==> src/rtl/clkdiv_pkg.sv <==
// Shared constants and helpers for the multi-channel clock divider.
// Defaults match the 100 MHz system clock used by the CAN block.
package clkdiv_pkg;

  localparam int unsigned CntWDef   = 27;
  localparam int unsigned DefDivDef = 50;
  localparam int unsigned MaxNumCh  = 16;

  // Channel index width; a single channel still gets a 1-bit select.
  function automatic int unsigned ch_idx_w(input int unsigned num_ch);
    return (num_ch > 1) ? $clog2(num_ch) : 1;
  endfunction

endpackage

==> src/rtl/multi_clock_divider_if.sv <==
// Divisor write bus of multi_clock_divider: strobe, channel select and value.
// The master drives a one-cycle div_wr; the divider samples it as slave.
interface multi_clock_divider_if
  import clkdiv_pkg::*;
#(
  parameter int unsigned NUM_CH = 4,
  parameter int unsigned CNT_W  = CntWDef
);

  localparam int unsigned ChW = ch_idx_w(NUM_CH);

  logic             div_wr;
  logic [ChW-1:0]   div_ch;
  logic [CNT_W-1:0] div_val;

  modport master (
    output div_wr,
    output div_ch,
    output div_val
  );

  modport slave (
    input div_wr,
    input div_ch,
    input div_val
  );

endinterface

==> src/rtl/clkdiv_channel.sv <==
// One divider channel: counter, active/shadow divisor and registered outputs.
// Phase restart via sync_i is only exercised when the top has CLKDIV_SYNC_EN.
module clkdiv_channel
  import clkdiv_pkg::*;
#(
  parameter int unsigned CntW   = CntWDef,
  parameter int unsigned DefDiv = DefDivDef
) (
  input  logic            clk_i,
  input  logic            rst_ni,
  input  logic            en_i,
  input  logic            sync_i,
  input  logic            wr_i,
  input  logic [CntW-1:0] wr_val_i,
  output logic            slow_clk_o,
  output logic            tick_o,
  output logic            upd_pend_o
);

  localparam logic [CntW-1:0] DefDivV = CntW'(DefDiv);
  localparam logic [CntW-1:0] One     = CntW'(1);

  logic [CntW-1:0] cnt_q, cnt_d;
  logic [CntW-1:0] div_q, div_d;
  logic [CntW-1:0] shadow_q, shadow_d;
  logic            slow_q, slow_d;
  logic            tick_q, tick_d;
  logic            pend_q, pend_d;

  logic run;
  logic terminal;

  // A zero divisor halts the channel exactly like a dropped enable.
  assign run      = en_i && (div_q != '0);
  assign terminal = run && (cnt_q == (div_q - One));

  always_comb begin
    cnt_d    = cnt_q;
    div_d    = div_q;
    shadow_d = shadow_q;
    slow_d   = slow_q;
    tick_d   = 1'b0;
    pend_d   = pend_q;

    if (terminal) begin
      cnt_d  = '0;
      slow_d = ~slow_q;
      tick_d = 1'b1;
    end else if (run) begin
      cnt_d = cnt_q + One;
    end

    if (sync_i) begin
      // Restart wins over the terminal edge; a pending divisor still lands.
      cnt_d  = '0;
      slow_d = 1'b0;
      tick_d = 1'b0;
      if (pend_q) begin
        div_d = shadow_q;
      end
      pend_d = 1'b0;
      if (wr_i) begin
        shadow_d = wr_val_i;
        pend_d   = 1'b1;
      end
    end else if (wr_i && terminal) begin
      div_d    = wr_val_i;
      shadow_d = wr_val_i;
      pend_d   = 1'b0;
    end else if (wr_i) begin
      shadow_d = wr_val_i;
      pend_d   = 1'b1;
    end else if (pend_q && (terminal || !run)) begin
      div_d  = shadow_q;
      pend_d = 1'b0;
    end
  end

  always_ff @(posedge clk_i or negedge rst_ni) begin
    if (!rst_ni) begin
      cnt_q    <= '0;
      div_q    <= DefDivV;
      shadow_q <= DefDivV;
      slow_q   <= 1'b0;
      tick_q   <= 1'b0;
      pend_q   <= 1'b0;
    end else begin
      cnt_q    <= cnt_d;
      div_q    <= div_d;
      shadow_q <= shadow_d;
      slow_q   <= slow_d;
      tick_q   <= tick_d;
      pend_q   <= pend_d;
    end
  end

  assign slow_clk_o = slow_q;
  assign tick_o     = tick_q;
  assign upd_pend_o = pend_q;

endmodule

==> src/rtl/multi_clock_divider.sv <==
// N-channel programmable 50 % duty clock divider with shadowed divisors.
// Define CLKDIV_SYNC_EN to add the sync port that restarts all channel phases.
module multi_clock_divider
  import clkdiv_pkg::*;
#(
  parameter int unsigned NUM_CH  = 4,
  parameter int unsigned CNT_W   = CntWDef,
  parameter int unsigned DEF_DIV = DefDivDef
) (
  input  logic                 clk100Mhz,
  input  logic                 rst_n,
  input  logic [NUM_CH-1:0]    en,
`ifdef CLKDIV_SYNC_EN
  input  logic                 sync,
`endif
  multi_clock_divider_if.slave div_bus,
  output logic [NUM_CH-1:0]    slow_clk,
  output logic [NUM_CH-1:0]    tick,
  output logic [NUM_CH-1:0]    upd_pend
);

  localparam int unsigned ChW = ch_idx_w(NUM_CH);

  logic              sync_all;
  logic [ChW-1:0]    ch_sel;
  logic [NUM_CH-1:0] wr_en;

`ifdef CLKDIV_SYNC_EN
  assign sync_all = sync;
`else
  assign sync_all = 1'b0;
`endif

  assign ch_sel = div_bus.div_ch;

  // Select values at or above NUM_CH match no channel and are dropped.
  always_comb begin
    wr_en = '0;
    for (int unsigned k = 0; k < NUM_CH; k++) begin
      if (div_bus.div_wr && (ch_sel == ChW'(k))) begin
        wr_en[k] = 1'b1;
      end
    end
  end

  for (genvar g = 0; g < NUM_CH; g++) begin : g_ch
    clkdiv_channel #(
      .CntW   (CNT_W),
      .DefDiv (DEF_DIV)
    ) u_ch (
      .clk_i      (clk100Mhz),
      .rst_ni     (rst_n),
      .en_i       (en[g]),
      .sync_i     (sync_all),
      .wr_i       (wr_en[g]),
      .wr_val_i   (div_bus.div_val),
      .slow_clk_o (slow_clk[g]),
      .tick_o     (tick[g]),
      .upd_pend_o (upd_pend[g])
    );
  end

endmodule

==> src/flat_wrapper.sv <==
// flat-port wrapper written by rule: the top's interface ports become plain ports
module multi_clock_divider_flat import clkdiv_pkg::*;
#(
  parameter int unsigned NUM_CH  = 4,
  parameter int unsigned CNT_W   = CntWDef,
  parameter int unsigned DEF_DIV = DefDivDef
)
  (clk100Mhz, rst_n, en, slow_clk, tick, upd_pend, div_bus_div_wr, div_bus_div_ch, div_bus_div_val);
  multi_clock_divider_if #(.NUM_CH(NUM_CH), .CNT_W(CNT_W)) div_bus_i ();
  input  logic clk100Mhz;
  input  logic rst_n;
  input  logic [NUM_CH-1:0] en;
  output logic [NUM_CH-1:0] slow_clk;
  output logic [NUM_CH-1:0] tick;
  output logic [NUM_CH-1:0] upd_pend;
  input wire logic [$bits(div_bus_i.div_wr)-1:0] div_bus_div_wr;
  input wire logic [$bits(div_bus_i.div_ch)-1:0] div_bus_div_ch;
  input wire logic [$bits(div_bus_i.div_val)-1:0] div_bus_div_val;
  assign div_bus_i.div_wr = div_bus_div_wr;
  assign div_bus_i.div_ch = div_bus_div_ch;
  assign div_bus_i.div_val = div_bus_div_val;
  multi_clock_divider #(.NUM_CH(NUM_CH), .CNT_W(CNT_W), .DEF_DIV(DEF_DIV)) u_core (.clk100Mhz(clk100Mhz), .rst_n(rst_n), .en(en), .div_bus(div_bus_i), .slow_clk(slow_clk), .tick(tick), .upd_pend(upd_pend));
endmodule
==> config.mk <==
export PLATFORM = sky130hd
export DESIGN_NAME = multi_clock_divider_flat
export DESIGN_NICKNAME = d
export VERILOG_FILES = /design/src/rtl/clkdiv_pkg.sv /design/src/rtl/multi_clock_divider_if.sv /design/src/rtl/clkdiv_channel.sv /design/src/rtl/multi_clock_divider.sv /design/src/flat_wrapper.sv
export SDC_FILE = /design/constraint.sdc
export NUM_CORES = 1
export LEC_CHECK = 0
export BUFFER_PORTS_ARGS = -buffer_cell sky130_fd_sc_hd__buf_2
export CAP_MARGIN = 20
export CORE_ASPECT_RATIO = 1.5
export CORE_MARGIN = 1
export CORE_UTILIZATION = 55
export CTS_CLUSTER_SIZE = 25
export DETAILED_ROUTE_END_ITERATION = 10
export GPL_TIMING_DRIVEN = 0
export PLACE_DENSITY_LB_ADDON = 0.05
export SLEW_MARGIN = 30
export SYNTH_ARGS = -nofsm -noshare
export SYNTH_HDL_FRONTEND = slang
export SYNTH_HIERARCHICAL = 1
export SYNTH_SLANG_ARGS = --single-unit
==> constraint.sdc <==
create_clock -name clk100Mhz -period 4.3 [get_ports clk100Mhz]
set_clock_uncertainty 0.1 [all_clocks]
set_input_delay 0.43 -clock clk100Mhz [delete_from_list [all_inputs] [get_ports clk100Mhz]]
set_output_delay 0.43 -clock clk100Mhz [all_outputs]
set_load 0.005 [all_outputs]
==> impl_metrics.csv, run 1 <==
group,metric,value,unit
placement,hpwl,35400,um
synthesis,postSynth.asyncResetShare,1.00,
floorplanning,start_util,0.560,
setup_path,cp-end-kind,"flip-flop",
power,swShare,0.321,
final_layout,drive_above_1_share,0.230,
clock_tree,clockRootBuffer,"clkbuf_16",
setup_path,cp.required,4.61,ns
power,power_density,463,nW/um^2
final_layout,nets,2048,
final_layout,final_util,0.632,
global_routing,grt_max_degree,88,
global_routing,overflow,0,
timing,tightest_slew,0.904,ns
setup_path,crit_fanout,10,
floorplanning,dieArea,36500,um^2
timing,hold_slack,0.183,ns
final_layout,regArea,8440,um^2
setup_path,reg2reg_depth,11,
final_layout,syn2layout_area_growth,12.9,%
setup_path,critical_path.startpoint,"u_core/g_ch[1].u_ch/div_q[10]$_DFFE_PN0P_",
timing,slew_headroom,0.396,
global_routing,grt.total_usage,0.272,
flow_run,drv_cap,0,
placement,pre_cts_ws,-0.597,ns
worst_hold_path,min_path_type,"in -> reg",
clock_tree,path_clk_slew,0.06,ns
global_routing,grt_pass1_vias,14600,
synthesis,ys_seq_elements,336,
floorplanning,die_w,156,um
placement,place_congestion,0.884,
routing,drc,0,
routing,vias,14600,
global_routing,grt_first_pass_wirelength,77700,um
synthesis,synth.cell_area,19600,um^2
worst_hold_path,hold_path_depth,3,
timing,finalCritPeriodShare,0.972,
synthesis,syn_area_per_cell,10.4,um^2
floorplanning,pin_count,48,
timing,min_period,4.18,ns
worst_hold_path,min_delay_worst_endpoint,"u_core/g_ch[3].u_ch/tick_o$_DFF_PN0_",
setup_path,critPathArrivalTime,4.49,ns
global_routing,antenna_found_initial,0,
timing,setup_viol,0,
clock_tree,cts_buffer_depth,3,
routing,wl,48200,um
synthesis,syn_inst,1883,
routing,via_per_inst,5.82,
synthesis,ys_warn_count,6,
clock_tree,cts_tree,"built",
synthesis,ys_types,81,
timing,worst_slack,0.121,ns
synthesis,synth_edf_count,0,
timing,hold_viol,0,
synthesis,yosysSeqAreaShare,0.430,
power,ir_drop,0.000382,V
floorplanning,num_rows,84,
synthesis,synthFlopType,"dfrtp_1",
power,p_clk_frac,0.317,
timing,max_freq,0.239,GHz
worst_hold_path,hold_start,"en[3]",
status,status,"completed",
timing,finalMaxSlewViolations,0,
power,p_leak,8.71,nW
setup_path,worstSetupPathType,"reg -> reg",
final_layout,fillerInstances,2948,
routing,wl_per_cell,19.3,um
clock_tree,insertion_delay,0.54,ns
final_layout,antenna_cells,0,
clock_tree,cts_inserted_buffers,35,
power,seqPwrFrac,0.426,
setup_path,r2r_slack,0.12,ns
placement,port_buffers,47,
routing,drtIter0Drc,814,
setup_path,start_kind,"flip-flop",
floorplanning,core_area,35100,um^2
power,power_switching,3.30,mW
routing,antenna_left,0,
clock_tree,htree_levels,2,
setup_path,reg2reg_from,"u_core/g_ch[1].u_ch/div_q[10]$_DFFE_PN0P_",
floorplanning,die_height,233,um
routing,drt_pass1_iterations,5,
final_layout,multi_input_area,10800,um^2
power,combPwrFrac,0.258,
power,p_int,6.96,mW
setup_path,r2r_end,"u_core/g_ch[1].u_ch/div_q[21]$_DFFE_PN0P_",
clock_tree,clock-sinks,336,
==> worst max path at each step <==
stage	end	slack, ns	cells past startpoint
6_report	u_core/g_ch[1].u_ch/div_q[21]$_DFFE_PN0P_	0.12	11
5_1_grt	u_core/g_ch[1].u_ch/div_q[24]$_DFFE_PN0P_	-0.02	11
4_1_cts	u_core/g_ch[0].u_ch/div_q[25]$_DFFE_PN0P_	0.03	11
3_5_place_dp	u_core/g_ch[0].u_ch/div_q[25]$_DFFE_PN0P_	-0.60	12
3_3_place_gp	u_core/g_ch[1].u_ch/cnt_q[21]$_DFFE_PN0P_	-3.76	1
2_1_floorplan	u_core/g_ch[0].u_ch/div_q[10]$_DFFE_PN0P_	0.36	11
==> what timing repair did <==
| action | in CTS | in global routing |
|---|---|---|
| endpoints found under the hold margin | 40 | 0 |
| hold buffers | 1 | 0 |
| resized for setup | 16 | 16 |
| gates cloned | 0 | 0 |
| pin swaps | 4 | 4 |
| endpoints found under the setup margin | 94 | 92 |
| setup buffers | 6 | 4 |
==> final cells by class <==
class / instances / area share
Buffer: 92 / 0.0247
Clock buffer: 49 / 0.0479
Clock inverter: 14 / 0.00818
Inverter: 36 / 0.00609
Multi-Input combinational cell: 1436 / 0.486
Sequential cell: 336 / 0.381
Tap cell: 473 / 0.0267
Timing Repair Buffer: 63 / 0.0201
==> kinds of logic (layout without fill, tap and decap cells) <==
| kind of cell | after synthesis | count (layout) | share of synthesized area |
|---|---|---|---|
| mux | 278 | 278 | 0.157 |
| fa+ha+maj | 12 | 12 | 0.00764 |
| xor+xnor | 242 | 242 | 0.108 |
| compound gates | 224 | 224 | 0.0810 |
| other cells | 1 | 18 | 0.000191 |
| simple gates | 662 | 662 | 0.183 |
| buf+inv | 128 | 254 | 0.0341 |
| flops | 336 | 336 | 0.430 |
==> worst max-delay path, stage by stage (launching register included) <==
cell      delay, ns
dfrtp_1        0.38
buf_6          0.14
or4_4          0.57
or4_1          0.55
or3_1          0.39
o31ai_4        0.35
nand4_1        0.15
nor3_2         0.24
nand3_2        0.16
a221oi_4       0.45
buf_6          0.25
mux2_4         0.31
==> cell usage in the layout (no fill, tap or decap), types with 34 or more instances in the layout <==
| master | count |
|---|---|
| nor4_1 | 34 |
| inv_1 | 36 |
| buf_2 | 69 |
| nand4_1 | 38 |
| mux2i_1 | 74 |
| nand3_1 | 58 |
| a21oi_1 | 84 |
| clkbuf_1 | 48 |
| dfrtp_1 | 312 |
| nand2_1 | 72 |
| xnor2_1 | 126 |
| clkbuf_16 | 37 |
| nor3_1 | 38 |
| nor2_1 | 216 |
| or4_1 | 36 |
| xor2_1 | 116 |
| mux2_2 | 188 |
==> per-layer routing <==
layer	global-route usage	part of all wire	routed length [um]	vias to the layer above
met4	0.0996	0.036	1730	0
met5	0	0	0	-
met2	0.498	0.52	25100	247
met1	0.325	0.41	19900	7231
met3	0.0317	0.030	1460	98
li1	-	-	-	6977
==> power by group through the flow <==
stage                     logic (mW)  registers (mW)  clock network [mW]
final                           2.65            4.37                3.25
after global routing            2.91            4.45                3.46
after global placement          2.45            4.37                   0
after CTS                       2.61            4.35                3.33
after floorplan                 1.98            4.19                   0
after detailed placement        2.54            4.40                   0
==> stage by stage <==
step	setup TNS, ns	std cells	area (um^2)	power, mW
floorplan	0	1900	19700	6.17
global placement	-1228.39	2420	20500	6.82
detailed placement	-26.15	2425	20700	6.94
CTS	0	2495	22100	10.3
global route	-0.120	2499	22200	10.8
finish	0	2499	22200	10.3
==> cells in the mapped netlist, types with 16 or more instances <==
library cell,n,area [um^2]
mux2i_1,74,741
nor2_1,216,811
or4_1,36,270
inv_1,36,135
and3_1,26,163
dfrtp_1,312,7810
o21ai_0,26,130
xnor2_1,126,1100
nor3_1,42,210
nand2_1,72,270
or3_1,24,150
buf_2,26,130
nand4_1,38,238
nor4_1,40,250
a21oi_1,86,430
xor2_1,116,1020
clkbuf_1,46,173
dfstp_2,24,631
nand3_1,58,290
mux2_2,188,2120
nor2b_1,16,100
Note: power is estimated with default switching activity, not from simulation.
==> inputs of run 2 (changes only) <==
--- a/config.mk
+++ b/config.mk
@@ -13,8 +13,8 @@
 export CTS_CLUSTER_SIZE = 25
 export DETAILED_ROUTE_END_ITERATION = 10
 export GPL_TIMING_DRIVEN = 0
+export MAX_ROUTING_LAYER = met4
 export PLACE_DENSITY_LB_ADDON = 0.05
-export SLEW_MARGIN = 30
 export SYNTH_ARGS = -nofsm -noshare
 export SYNTH_HDL_FRONTEND = slang
 export SYNTH_HIERARCHICAL = 1
==> impl_metrics.csv, run 2 (synthesis gave the netlist of run 1 again) <==
group,metric,value,unit
clock_tree,cts_tree,"built",
clock_tree,path_clk_slew,0.06,ns
floorplanning,die_height,233,um
setup_path,start_kind,"flip-flop",
placement,place_congestion,0.906,
final_layout,nets,2060,
routing,drtIter0Drc,801,
setup_path,r2r_slack,0.14,ns
floorplanning,dieArea,36500,um^2
power,power,10.2,mW
setup_path,cpMostUsedCell,"buf_4",
floorplanning,pin_count,48,
global_routing,grt_max_degree,109,
global_routing,antenna_found_initial,0,
final_layout,syn2layout_area_growth,13.0,%
global_routing,grt_pass1_vias,14700,
timing,finalMaxSlewViolations,0,
setup_path,crit_buf_inv,3,
routing,vias,14600,
routing,drt_pass1_iterations,4,
timing,hold_viol,0,
timing,rsz0062_at_grt,"true",
timing,min_period,4.16,ns
setup_path,crit_fanout,10,
placement,port_buffers,47,
clock_tree,cts_buffer_depth,3,
floorplanning,num_rows,84,
floorplanning,start_util,0.560,
routing,via_per_inst,5.80,
timing,max_freq,0.240,GHz
power,ir_drop,0.000373,V
global_routing,grt.total_usage,0.286,
clock_tree,clockRootBuffer,"clkbuf_16",
global_routing,grt_first_pass_wirelength,79100,um
setup_path,critPathArrivalTime,4.47,ns
clock_tree,insertion_delay,0.53,ns
routing,wl_per_cell,19.4,um
setup_path,path_cells,"buf_6 > or4_4 > or3_1 > or4_1 > and2_1 > o31ai_4 > nand4_1 > nor4_4 > buf_4 > buf_4 > mux2_2 > mux2_4",
floorplanning,core_area,35100,um^2
placement,placed_cell_area,20700,um^2
setup_path,cpMaxStageDelayCell,"or4_4",
setup_path,cp.required,4.61,ns
final_layout,layout_common_cells,"312 x dfrtp_1, 216 x nor2_1, 188 x mux2_2, 126 x xnor2_1, 116 x xor2_1",
routing,wl,48700,um
placement,pre_cts_ws,-0.656,ns
final_layout,drive_above_1_share,0.230,
placement,hpwl,35700,um
setup_path,worstSetupPathType,"reg -> reg",
status,status,"completed",
routing,drc,0,
power,power_density,459,nW/um^2
timing,tightest_slew,1.04,ns
timing,slew_headroom,0.302,
final_layout,antenna_cells,0,
setup_path,critPathMaxStageDelay,0.57,ns
timing,worst_slack,0.139,ns
global_routing,overflow,0,
power,p_leak,8.76,nW
setup_path,critPathTopFamily,"simple AND/OR/NAND/NOR gates",
floorplanning,die_w,156,um
worst_hold_path,min_path_type,"in -> reg",
final_layout,final_common_cell,"dfrtp_1",
timing,finalCritPeriodShare,0.968,
setup_path,cp-end-kind,"flip-flop",
clock_tree,cts_inserted_buffers,35,
timing,setup_viol,0,
flow_run,drv_cap,0,
clock_tree,htree_levels,2,
final_layout,fin_area,22200,um^2
routing,antenna_left,0,
clock_tree,clock-sinks,336,
==> run 2: metal layers <==
metal | global-route usage | vias to the layer above | part of all wire
met5 | - | - | 0
met4 | 0.120 | 0 | 0.042
met3 | 0.0341 | 117 | 0.029
met2 | 0.493 | 245 | 0.52
met1 | 0.336 | 7189 | 0.41
li1 | - | 7003 | -
==> run 2: layout make-up <==
cell class                      instances  area (um^2)
Buffer                                 92          549
Clock buffer                           48         1030
Clock inverter                         15          165
Fill cell                            2969        12900
Inverter                               36          135
Multi-Input combinational cell       1436        10800
Sequential cell                       336         8440
Tap cell                              473          592
Timing Repair Buffer                   75          522
==> run 2: per-stage QoR <==
step	cells	TNS (ns)	hold slack [ns]	util
global route	2511	-0.00534	0.173	0.632
global placement	2420	-1221.76	0.367	0.585
detailed placement	2428	-29.25	0.343	0.589
floorplan	1900	0	0.0344	-
CTS	2498	0	0.151	0.627
finish	2511	0	0.176	0.632
==> run 2: where the power goes <==
part,internal (mW),total [mW],switching (mW)
Combinational,1.25,2.68,1.42
Clock,1.86,3.14,1.28
Sequential,3.75,4.37,0.613
Total,6.87,10.2,3.32
==> run 2: what timing repair did <==
item                                    CTS  global route
hold endpoints to repair                 68             0
endpoints found under the setup margin   94           169
resized for setup                        19            16
hold buffers                              1             0
pin swaps                                 4             8
setup buffers                             6            13
cloned                                    0             0
==> run 2: worst paths after layout <==
| path | depth (start not counted) | start | endpoint |
|---|---|---|---|
| setup / recovery | 12 | u_core/g_ch[0].u_ch/div_q[10]$_DFFE_PN0P_ | u_core/g_ch[0].u_ch/div_q[25]$_DFFE_PN0P_ |
| hold / removal | 3 | en[3] | u_core/g_ch[3].u_ch/tick_o$_DFF_PN0_ |
| setup reg to reg | 12 | u_core/g_ch[0].u_ch/div_q[10]$_DFFE_PN0P_ | u_core/g_ch[0].u_ch/div_q[25]$_DFFE_PN0P_ |
| hold reg to reg | 1 | u_core/g_ch[1].u_ch/slow_clk_o$_DFFE_PN0P_ | u_core/g_ch[1].u_ch/slow_clk_o$_DFFE_PN0P_ |
| max in group asynchronous | 4 | rst_n | u_core/g_ch[1].u_ch/cnt_q[9]$_DFFE_PN0P_ |
| min in group asynchronous | 2 | rst_n | u_core/g_ch[2].u_ch/cnt_q[15]$_DFFE_PN0P_ |
==> run 2: worst min-delay path: cells and delay by family <==
kind | cells | cell delay (ns)
AO/OA/AOI/OAI | 1 | 0.12
buffers and inverters | 1 | 0.12
AND/OR/NAND/NOR | 1 | 0.08
